[src/rtl/hazard_stall_unit_pkg.sv]
// Shared pipeline definitions for the stall/flush controller: FSM states,
// register index width and the stage control bundle.
package hazard_stall_unit_pkg;

  localparam int unsigned REG_ADDR_W = 5;

  typedef enum logic {
    RUN      = 1'b0,
    MEM_WAIT = 1'b1
  } state_t;

  localparam int unsigned FETCH_CTRL_W = 3;  // PCWrite, IFID_Write, IFID_Flush
  localparam int unsigned EXEC_CTRL_W  = 2;  // IDEX_Bubble, Pipe_Freeze

  typedef struct packed {
    logic pc_write;
    logic ifid_write;
    logic ifid_flush;
    logic idex_bubble;
    logic pipe_freeze;
  } stage_ctrl_t;

  localparam int unsigned STAGE_CTRL_W = FETCH_CTRL_W + EXEC_CTRL_W;

  localparam stage_ctrl_t CTRL_FLOW     = '{pc_write: 1'b1, ifid_write: 1'b1, ifid_flush: 1'b0,
                                            idex_bubble: 1'b0, pipe_freeze: 1'b0};
  localparam stage_ctrl_t CTRL_FREEZE   = '{pc_write: 1'b0, ifid_write: 1'b0, ifid_flush: 1'b0,
                                            idex_bubble: 1'b0, pipe_freeze: 1'b1};
  localparam stage_ctrl_t CTRL_REDIRECT = '{pc_write: 1'b1, ifid_write: 1'b1, ifid_flush: 1'b1,
                                            idex_bubble: 1'b1, pipe_freeze: 1'b0};
  localparam stage_ctrl_t CTRL_LU_STALL = '{pc_write: 1'b0, ifid_write: 1'b0, ifid_flush: 1'b0,
                                            idex_bubble: 1'b1, pipe_freeze: 1'b0};

endpackage

[src/rtl/hazard_stall_unit_sat_counter.sv]
// Saturating up-counter with enable and synchronous active-low reset.
module sat_counter #(
  parameter int unsigned CNT_W = 16
) (
  input  logic             clk,
  input  logic             reset,
  input  logic             en,
  output logic [CNT_W-1:0] count
);

  always_ff @(posedge clk) begin
    if (!reset) begin
      count <= '0;
    end else if (en && (count != '1)) begin
      count <= count + 1'b1;
    end
  end

endmodule

[src/rtl/hazard_stall_unit.sv]
// Stall/flush controller: load-use bubbles, branch/jump flushes and
// whole-pipeline freeze while data memory is busy, with saturating counters.
module hazard_stall_unit #(
  parameter int unsigned REG_ADDR_W = hazard_stall_unit_pkg::REG_ADDR_W,
  parameter int unsigned CNT_W      = 16
) (
  input  logic                  clk,
  input  logic                  reset,
  input  logic [REG_ADDR_W-1:0] IFID_Rs,
  input  logic [REG_ADDR_W-1:0] IFID_Rt,
  input  logic [REG_ADDR_W-1:0] IDEX_Rt,
  input  logic                  IDEX_MemRead,
  input  logic                  Branch_Taken,
  input  logic                  Jump,
  input  logic                  Mem_Req,
  input  logic                  Mem_Ready,
  output logic                  PCWrite,
  output logic                  IFID_Write,
  output logic                  IFID_Flush,
  output logic                  IDEX_Bubble,
  output logic                  Pipe_Freeze,
  output logic [CNT_W-1:0]      Stall_Cnt,
  output logic [CNT_W-1:0]      Flush_Cnt
);
  import hazard_stall_unit_pkg::*;

  state_t      state, state_nxt;
  stage_ctrl_t ctrl, run_ctrl;
  logic        load_use, mem_miss;
  logic        run_stall, run_flush;
  logic        stall_inc, flush_inc;

  assign load_use = IDEX_MemRead && (IDEX_Rt != '0) &&
                    ((IDEX_Rt == IFID_Rs) || (IDEX_Rt == IFID_Rt));
  assign mem_miss = Mem_Req && !Mem_Ready;

  // Free-running pipeline decision, shared by RUN and the MEM_WAIT release cycle.
  always_comb begin
    run_ctrl  = CTRL_FLOW;
    run_stall = 1'b0;
    run_flush = 1'b0;
    if (Branch_Taken || Jump) begin
      run_ctrl  = CTRL_REDIRECT;
      run_flush = 1'b1;
    end else if (load_use) begin
      run_ctrl  = CTRL_LU_STALL;
      run_stall = 1'b1;
    end
  end

  always_ff @(posedge clk) begin
    if (!reset) begin
      state <= RUN;
    end else begin
      state <= state_nxt;
    end
  end

  always_comb begin
    ctrl      = CTRL_FLOW;
    state_nxt = state;
    stall_inc = 1'b0;
    flush_inc = 1'b0;
    if (reset) begin
      unique case (state)
        RUN: begin
          if (mem_miss) begin
            ctrl      = CTRL_FREEZE;
            state_nxt = MEM_WAIT;
            stall_inc = 1'b1;
          end else begin
            ctrl      = run_ctrl;
            stall_inc = run_stall;
            flush_inc = run_flush;
          end
        end
        MEM_WAIT: begin
          if (!Mem_Ready) begin
            ctrl      = CTRL_FREEZE;
            stall_inc = 1'b1;
          end else begin
            // Release cycle is not counted as a stall even if it bubbles.
            ctrl      = run_ctrl;
            state_nxt = RUN;
            flush_inc = run_flush;
          end
        end
      endcase
    end
  end

  assign PCWrite     = ctrl.pc_write;
  assign IFID_Write  = ctrl.ifid_write;
  assign IFID_Flush  = ctrl.ifid_flush;
  assign IDEX_Bubble = ctrl.idex_bubble;
  assign Pipe_Freeze = ctrl.pipe_freeze;

  sat_counter #(.CNT_W(CNT_W)) u_stall_cnt (
    .clk   (clk),
    .reset (reset),
    .en    (stall_inc),
    .count (Stall_Cnt)
  );

  sat_counter #(.CNT_W(CNT_W)) u_flush_cnt (
    .clk   (clk),
    .reset (reset),
    .en    (flush_inc),
    .count (Flush_Cnt)
  );

endmodule

[config.mk]
export PLATFORM = sky130hd
export DESIGN_NAME = hazard_stall_unit
export DESIGN_NICKNAME = d
export VERILOG_FILES = /design/src/rtl/hazard_stall_unit_pkg.sv /design/src/rtl/hazard_stall_unit_sat_counter.sv /design/src/rtl/hazard_stall_unit.sv
export SDC_FILE = /design/constraint.sdc
export NUM_CORES = 1
export LEC_CHECK = 0
export BUFFER_PORTS_ARGS = -buffer_cell sky130_fd_sc_hd__buf_4
export CORE_ASPECT_RATIO = 0.6
export CORE_UTILIZATION = 30
export CTS_CLUSTER_DIAMETER = 200
export DETAILED_ROUTE_END_ITERATION = 7
export MAX_ROUTING_LAYER = met4
export SETUP_SLACK_MARGIN = 0.4
export SLEW_MARGIN = 20
export SYNTH_ARGS = -nofsm -noshare
export SYNTH_HDL_FRONTEND = slang
export SYNTH_HIERARCHICAL = 1
export SYNTH_SLANG_ARGS = --single-unit
[constraint.sdc]
create_clock -name clk -period 2.25 [get_ports clk]
set_input_delay 0.3375 -clock clk [delete_from_list [all_inputs] [get_ports clk]]
set_output_delay 0.3375 -clock clk [all_outputs]
set_load 0.01 [all_outputs]
==> Implementation_results.wiki, run 1 <==
{| class="wikitable"
! Metric !! Value
|-
| Synth Cell Area || 1900 sq um
|-
| Largest vdd supply drop || 0.184 mV
|-
| Max Clk Rate || ~500 MHz
|-
| RSZ-0062 raised after global routing || yes
|-
| Leakage power of the design || 0.997 nW
|-
| Seq/Total Area, Yosys || 0.347
|-
| Post-synth EDFFs || 0
|-
| Clk Latency, worst-skew pair || 0.27 ns
|-
| R2R cell count || 5
|-
| Mean post-synth cell area || 8.46 sq um
|-
| Worst Hold End || state$_SDFF_PN0_
|-
| Worst-path clk slew || 0.07 ns
|-
| Global-route track usage on met3 || 0.0497
|-
| Delay of the slowest cell on the worst path || 0.40 ns
|-
| Minimum clock period || 1.98 ns
|-
| Yosys warns || 6
|-
| Most utilized layer in the global route result || met1
|-
| CP arrival || 1.64 ns
|-
| Sinks on Clock Net || 33
|-
| Initial cell density of the core || 0.312
|-
| Global-route wire length before repair || 8220 um
|-
| Post-route cell area || 2660 sq um
|-
| Average vias per placed instance || between 5 and 6
|-
| Number of CTS-inserted buffers || 5
|-
| DRC violations left || 0
|-
| Worst slew margin || 0.613
|-
| Quantity of I/O buffers inserted on ports || 58
|-
| Post-Synth XOR/XNOR Area || 0.0644
|-
| Bufs on Longest Clock Path || 2
|-
| Floorplan row count || 22
|-
| Top cell type's share of synthesized area || 0.347
|-
| Count of cells along the worst hold path || 4
|-
| Synthesized-area fraction occupied by ao, oa, aoi and oai cells || 0.175
|-
| Distinct cell type count of the synthesized netlist || 39
|-
| Remaining global-route overflow || 0
|-
| Gate count after technology mapping || 225
|-
| Kind of cell adding the most delay to the critical path || compound AO/OA/AOI/OAI gates
|-
| Number of antenna repair diodes || 0
|-
| PwrDens || 432 nW/um^2
|-
| Area added between synthesis and finish || 39.8%
|-
| Most numerous cell types in the synthesized netlist || sky130_fd_sc_hd__dfxtp_1 (33), sky130_fd_sc_hd__nand2_1 (21), sky130_fd_sc_hd__a21oi_1 (18)
|-
| Final count of negative-setup-slack endpoints || 0
|-
| Initial DRT Pass Iterations || 4
|-
| Routed length per placed instance || 13.1 um
|-
| Biggest area contributors in the synthesized netlist || sky130_fd_sc_hd__dfxtp_1 (35%), sky130_fd_sc_hd__xor2_1 (5.5%), sky130_fd_sc_hd__a21oi_1 (4.7%), sky130_fd_sc_hd__or4_1 (4.3%), sky130_fd_sc_hd__nand2_1 (4.1%)
|-
| Internal reg-to-reg setup slack || 0.35 ns
|-
| Most numerous cell in the Yosys netlist || sky130_fd_sc_hd__dfxtp_1
|-
| Hold Crit Start || Mem_Ready
|-
| Ratio of cells with drive above 1 in the final layout || 0.316
|-
| Met1 Use GR || 0.239
|-
| Fraction of the core area covered by cells at the end of the flow || 0.436
|-
| Final WL || 4950 um
|-
| Final Net Count || 317
|-
| Cell area after placement || ~2500 sq um
|-
| Result of the run || complete, no violations
|-
| DR vias || 1939
|-
| Largest area contributor in the netlist || sky130_fd_sc_hd__dfxtp_1
|-
| Max FO, Critical Path || 3
|-
| Final count of pins violating max slew || 0
|-
| Placeable core region || 6110 sq um
|-
| Main combinational cell family by area after synthesis || simple AND/OR/NAND/NOR gates
|-
| Antenna-violating nets left || 0
|-
| Detailed Route Iter0 Violations || around 130
|-
| RePlAce Congestion || approximately 0.75
|-
| Post-route setup slack || about 0.27 ns
|-
| Type of the worst setup path || input port to primary output
|-
| Root buffer cell || sky130_fd_sc_hd__clkbuf_8
|-
| Minimum setup slack after placement || -0.00875 ns
|-
| Crit path cell chain || buf_8, xor2_2, nor3_2, a22oi_2, buf_4, o41a_1, buf_4
|-
| Proportion of synthesized area in mux cells || 0.0315
|-
| Final worst clock skew || ~0.0028 ns
|-
| Type of the most critical hold path || input port to flop
|-
| Synthesized-area fraction occupied by adder cells || 0.0131
|-
| Reg2Reg Capture Point || u_stall_cnt/count[7]$_SDFFE_PN0P_
|-
| X dimension of the die || ~100 um
|-
| Detailed-placement wirelength estimate || ~3800 um
|-
| Simple-gate share of the synthesized area || 0.333
|-
| DIE HEIGHT || 63.7 um
|-
| Initial antenna violation count || 0
|-
| Number of global-route vias before repair || 1629
|-
| Max stage delay cell, worst path || sky130_fd_sc_hd__o41a_1
|-
| Number of hold buffers added after CTS || 0
|-
| Die area || between 6000 and 7000 sq um
|-
| Least-Margin Pin Slew || 0.573 ns
|-
| Number of max-cap violations || 0
|-
| M2 GR Usage || 0.204
|-
| Overall global routing resource usage || 0.159
|-
| CP startpoint kind || input port
|-
| Pin count of the biggest net entering global routing || 18
|-
| Number of hold violations in the final report || 0
|-
| CTS H-tree lvls || 2
|-
| Layout filler cell count || 646
|-
| Worst path most repeated cell || sky130_fd_sc_hd__buf_4
|-
| Number of buffers and inverters on the critical path || 3
|-
| TNS Setup || 0 ns
|-
| WP data required || 1.91 ns
|-
| Main flop type after synthesis || sky130_fd_sc_hd__dfxtp_1
|-
| TritonCTS clock tree || yes
|-
| Synthesized netlist net count || 249
|-
| Sort of element at the end of the critical path || primary output
|-
| Async SR Flop Fraction || 0
|-
| Num ports || 59
|-
| FF-to-FF Start || state$_SDFF_PN0_
|-
| Seq cells post-synth || 33
|-
| Fraction of the cycle the final worst path needs || 0.881
|}
-- registers in the layout, summed over array words and instances, names as in the netlist --
| signal | flops |
|---|---|
| u_flush_cnt/count | 16 |
| state | 1 |
| u_stall_cnt/count | 16 |
-- cell families (layout without fill, tap and decap cells) --
logic type	Yosys count	in the layout
AND/OR/NAND/NOR	104	104
AO/OA/AOI/OAI	51	51
flip-flops	33	33
buffers and inverters	15	84
XOR/XNOR	14	14
multiplexers	6	6
adder cells (fa/ha/maj)	2	2
-- cells in the final DEF, fill, tap and decap left out, types with 4 or more instances in the layout --
cell type and count:
sky130_fd_sc_hd__nor3_1 4, sky130_fd_sc_hd__clkbuf_8 5, sky130_fd_sc_hd__buf_6 5, sky130_fd_sc_hd__dfxtp_1 33, sky130_fd_sc_hd__nor4_1 5, sky130_fd_sc_hd__inv_1 10, sky130_fd_sc_hd__o31ai_1 10, sky130_fd_sc_hd__nor2_1 14
sky130_fd_sc_hd__a21oi_1 18, sky130_fd_sc_hd__buf_4 60, sky130_fd_sc_hd__or4_1 10, sky130_fd_sc_hd__nand3_1 12, sky130_fd_sc_hd__and4_1 5, sky130_fd_sc_hd__nand2_1 19, sky130_fd_sc_hd__xor2_1 10, sky130_fd_sc_hd__mux2i_1 6
sky130_fd_sc_hd__nand2b_1 4, sky130_fd_sc_hd__nand4_1 6, sky130_fd_sc_hd__o21ai_0 9, sky130_fd_sc_hd__or3_1 4
-- per-stage QoR --
step	hold slack (ns)	power [mW]	std cells
final	0.439	1.15	378
after detailed placement	0.512	0.725	369
after global routing	0.466	1.22	378
after CTS	0.433	1.17	377
after floorplan	0.471	0.657	225
after global placement	0.507	0.723	369
-- where the power goes --
part           total, mW  internal (mW)  leakage (nW)  switching [mW]
combinational      0.133         0.0671         0.691          0.0658
sequential         0.594          0.589         0.266         0.00508
clock              0.424          0.220        0.0395           0.205
-- routing by layer --
metal | vias to the layer above | routed length (um) | part of all wire
met5 | - | 0 | 0
met4 | 0 | 20 | 0.0040
met3 | 2 | 335 | 0.068
met2 | 62 | 1970 | 0.40
met1 | 877 | 2630 | 0.53
li1 | 998 | - | -
-- worst reg2reg max path, delay by kind of cell, from the launching register on --
kind             cells  cell delay (ns)
AO/OA/AOI/OAI        3             0.82
AND/OR/NAND/NOR      2             0.71
flip-flops           1             0.32
-- final cells by class --
cell class / instances / area (sq um) / share of cell area
Multi-Input combinational cell: 177 / 1260 / 0.472
Sequential cell: 33 / 661 / 0.248
Timing Repair Buffer: 66 / 522 / 0.196
Tap cell: 84 / 105 / 0.0395
Clock buffer: 8 / 80.1 / 0.0301
Inverter: 10 / 37.5 / 0.0141
-- worst max path at each step --
stage / from / to / cells after the start
after floorplan: IDEX_Rt[3] / u_stall_cnt/count[6]$_SDFFE_PN0P_ / 8
after global placement: IDEX_Rt[2] / u_stall_cnt/count[6]$_SDFFE_PN0P_ / 9
after detailed placement: IDEX_Rt[0] / u_stall_cnt/count[7]$_SDFFE_PN0P_ / 8
after CTS: IDEX_Rt[0] / IFID_Write / 7
after global routing: IDEX_Rt[4] / IFID_Write / 7
final: IDEX_Rt[4] / IFID_Write / 7
-- repair_timing --
action                     4_1_cts  5_1_grt
setup endpoints to repair       13       19
pin swaps                        7        4
buffers inserted                 0        1
resized for setup               14        5
No activity file was read; power rests on OpenSTA's default activity.
==> inputs of run 2 (changes only) <==
==> constraint.sdc (replaced) <==
create_clock -name clk -period 2.25 [get_ports clk]
set_input_delay 0.3375 -clock clk [delete_from_list [all_inputs] [get_ports clk]]
set_output_delay 0.3375 -clock clk [all_outputs]
set_load 0.02 [all_outputs]
==> run 2 against run 1 <==
The flow now finishes with violations (DRC); combinational power is 12% higher; final cell count is 0.79% higher; via count is 3.5% higher; clock power is 2% higher; count of clock-buffer cells in the layout stayed put; die area stayed put; utilization is 0.92 points higher; clock skew is 0.0024 ns higher; global-route usage is 0.51 points lower; critical path type unchanged; largest cell class unchanged; largest power group unchanged.
==> Implementation_results.wiki, run 2 (synthesized netlist as in run 1, its figures left out) <==
{| class="wikitable"
! Metric !! Value
|-
| Commonest cells after routing, fill and taps aside || sky130_fd_sc_hd__buf_4 (59), sky130_fd_sc_hd__dfxtp_1 (32), sky130_fd_sc_hd__nand2_1 (20)
|-
| Detailed-placement wirelength estimate || 3700 um (-1.5%)
|-
| TritonCTS clock tree || yes
|-
| Fraction of the core area covered by cells at the end of the flow || 0.445 (+0.00921)
|-
| Crit path cell chain || buf_6, xor2_1, nor3_2, a22oi_2, buf_4, o41a_1, buf_4
|-
| Initial cell density of the core || 0.312 (unchanged)
|-
| Die area || 6680 sq um (unchanged)
|-
| Clk Latency, worst-skew pair || 0.28 ns (about the same)
|-
| CTS H-tree lvls || 2 (unchanged)
|-
| DR vias || 2006 (+3.5%)
|-
| Worst slew margin || 0.602 (-0.0108)
|-
| Combined flip-flop and latch cell area || 662 sq um (+0.19%)
|-
| Detailed Route Iter0 Violations || 125 (-2.3%)
|-
| Worst-path clk slew || 0.07 ns (about the same)
|-
| Final Net Count || 320 (+0.95%)
|-
| Layout filler cell count || 642 (-0.62%)
|-
| Largest vdd supply drop || 0.200 mV (+8.8%)
|-
| Floorplan row count || 22 (unchanged)
|-
| Average vias per placed instance || 5.27 (+2.6%)
|-
| WP data required || 1.91 ns (about the same)
|-
| Minimum clock period || 1.99 ns (+0.0129 ns)
|-
| Placeable core region || 6110 sq um (unchanged)
|-
| Reg2Reg Capture Point || u_stall_cnt/count[6]$_SDFFE_PN0P_
|-
| Final worst clock skew || 0.00525 ns (+0.00240 ns)
|-
| Initial antenna violation count || 0 (unchanged)
|-
| Type of the worst setup path || input port to primary output
|-
| TNS Setup || 0 ns (unchanged)
|-
| RSZ-0062 raised after global routing || yes
|-
| Destination of the critical timing path || IFID_Write
|-
| Hold Crit Start || reset
|-
| Bufs on Longest Clock Path || 2 (unchanged)
|-
| Sort of element at the end of the critical path || primary output
|-
| Least-Margin Pin Slew || 0.589 ns (+0.0160 ns)
|-
| Num ports || 59 (unchanged)
|-
| Routed length per placed instance || 13.5 um (+3.3%)
|-
| Root buffer cell || sky130_fd_sc_hd__clkbuf_8
|-
| Pin count of the biggest net entering global routing || 18 (unchanged)
|-
| Internal reg-to-reg setup slack || 0.33 ns (-0.02 ns)
|-
| CP startpoint kind || input port
|-
| Final WL || 5160 um (+4.2%)
|-
| Overall global routing resource usage || 0.154 (-0.00511)
|-
| Type of the most critical hold path || input port to flop
|-
| Number of CTS-inserted buffers || 5 (unchanged)
|-
| Footprint of the multi-input gates || 1270 sq um (+1.4%)
|-
| Max stage delay cell, worst path || sky130_fd_sc_hd__o41a_1
|-
| R2R cell count || 6 (+1)
|-
| Ratio of cells with drive above 1 in the final layout || 0.340 (+0.0237)
|-
| Number of antenna repair diodes || 0 (unchanged)
|-
| Cell total after placement || 369 (unchanged)
|-
| DIE HEIGHT || 63.7 um (unchanged)
|-
| Global-route wire length before repair || 7850 um (-4.4%)
|-
| Final count of negative-setup-slack endpoints || 0 (unchanged)
|-
| Delay of the slowest cell on the worst path || 0.41 ns (about the same)
|-
| FF-to-FF Start || state$_SDFF_PN0_
|-
| Non-filler instance count after layout || 381 (+0.79%)
|-
| X dimension of the die || 105 um (unchanged)
|-
| CP arrival || 1.66 ns (+0.02 ns)
|-
| Number of max-cap violations || 0 (unchanged)
|-
| Final count of pins violating max slew || 0 (unchanged)
|-
| Number of global-route vias before repair || 1616 (-0.80%)
|-
| Quantity of I/O buffers inserted on ports || 58 (unchanged)
|-
| Antenna-violating nets left || 0 (unchanged)
|-
| RePlAce Congestion || 0.770 (+2.4%)
|-
| Sinks on Clock Net || 33 (unchanged)
|-
| Critical path launch point || IFID_Rt[3]
|-
| Initial DRT Pass Iterations || 6 (+2)
|-
| Worst path most repeated cell || sky130_fd_sc_hd__buf_4
|-
| Violations in the final reports || DRC
|-
| Max Clk Rate || 501 MHz (-0.64%)
|-
| Number of hold violations in the final report || 0 (unchanged)
|-
| Remaining global-route overflow || 0 (unchanged)
|-
| DRC violations left || 1 (+1)
|-
| Number of hold buffers added after CTS || 0 (unchanged)
|-
| Sum of internal, switching and leakage power || 1.17 mW (+2.0%)
|-
| Result of the run || finished, violations left
|-
| Area added between synthesis and finish || 42.8%
|-
| Regs by FF count || u_flush_cnt/count x16, u_stall_cnt/count x16, state x1
|-
| Most common library cell in the layout ignoring fill and taps || sky130_fd_sc_hd__buf_4
|-
| Max FO, Critical Path || 2 (-1)
|-
| PwrDens || 432 nW/um^2 (-0.12%)
|-
| Leakage power of the design || 1.03 nW (+3.4%)
|-
| Fraction of the cycle the final worst path needs || 0.886 (+0.00572)
|}
==> run 2: timing repair <==
action	4_1_cts	5_1_grt
setup buffers	1	3
resized for setup	9	22
pin swaps	7	8
setup endpoints to repair	12	23
==> run 2: stage by stage <==
step / cell area (sq um) / hold slack [ns] / setup WS, ns
6_report: 2720 / 0.431 / 0.256
5_1_grt: 2720 / 0.438 / 0.205
4_1_cts: 2590 / 0.390 / 0.264
3_5_place_dp: 2470 / 0.519 / 0.00661
3_3_place_gp: 2470 / 0.510 / 0.0335
2_1_floorplan: 1910 / 0.471 / 0.337
==> run 2: worst min-delay path by stage <==
stage          cells past startpoint                            endpoint
2_1_floorplan                      1  u_flush_cnt/count[10]$_SDFFE_PN0P_
3_3_place_gp                       2   u_flush_cnt/count[9]$_SDFFE_PN0P_
3_5_place_dp                       2  u_stall_cnt/count[11]$_SDFFE_PN0P_
4_1_cts                            3                    state$_SDFF_PN0_
5_1_grt                            3                    state$_SDFF_PN0_
6_report                           3                    state$_SDFF_PN0_
==> run 2: critical path, delay by kind of cell <==
family | cells | cell delay (ns)
AOI/OAI and AO/OA | 2 | 0.54
xor gates and xnor gates | 1 | 0.16
buffers and inverters | 3 | 0.42
and+or+nand+nor | 1 | 0.21
==> run 2: area by class of cell <==
type | count | area share
Clock buffer | 8 | 0.0295
Inverter | 10 | 0.0138
Multi-Input combinational cell | 177 | 0.469
Sequential cell | 33 | 0.243
Tap cell | 84 | 0.0387
Timing Repair Buffer | 69 | 0.206
==> run 2: per-layer routing <==
metal | share of wire | track usage
met1 | 0.50 | 0.233
met2 | 0.41 | 0.191
met3 | 0.077 | 0.0342
met4 | 0.0099 | 0.0528
met5 | 0 | -
==> run 2: report_power, final <==
part | internal [mW] | switching (mW) | leakage [nW]
sequential | 0.589 | 0.00521 | 0.267
clock | 0.220 | 0.211 | 0.0395
combinational | 0.0747 | 0.0742 | 0.725
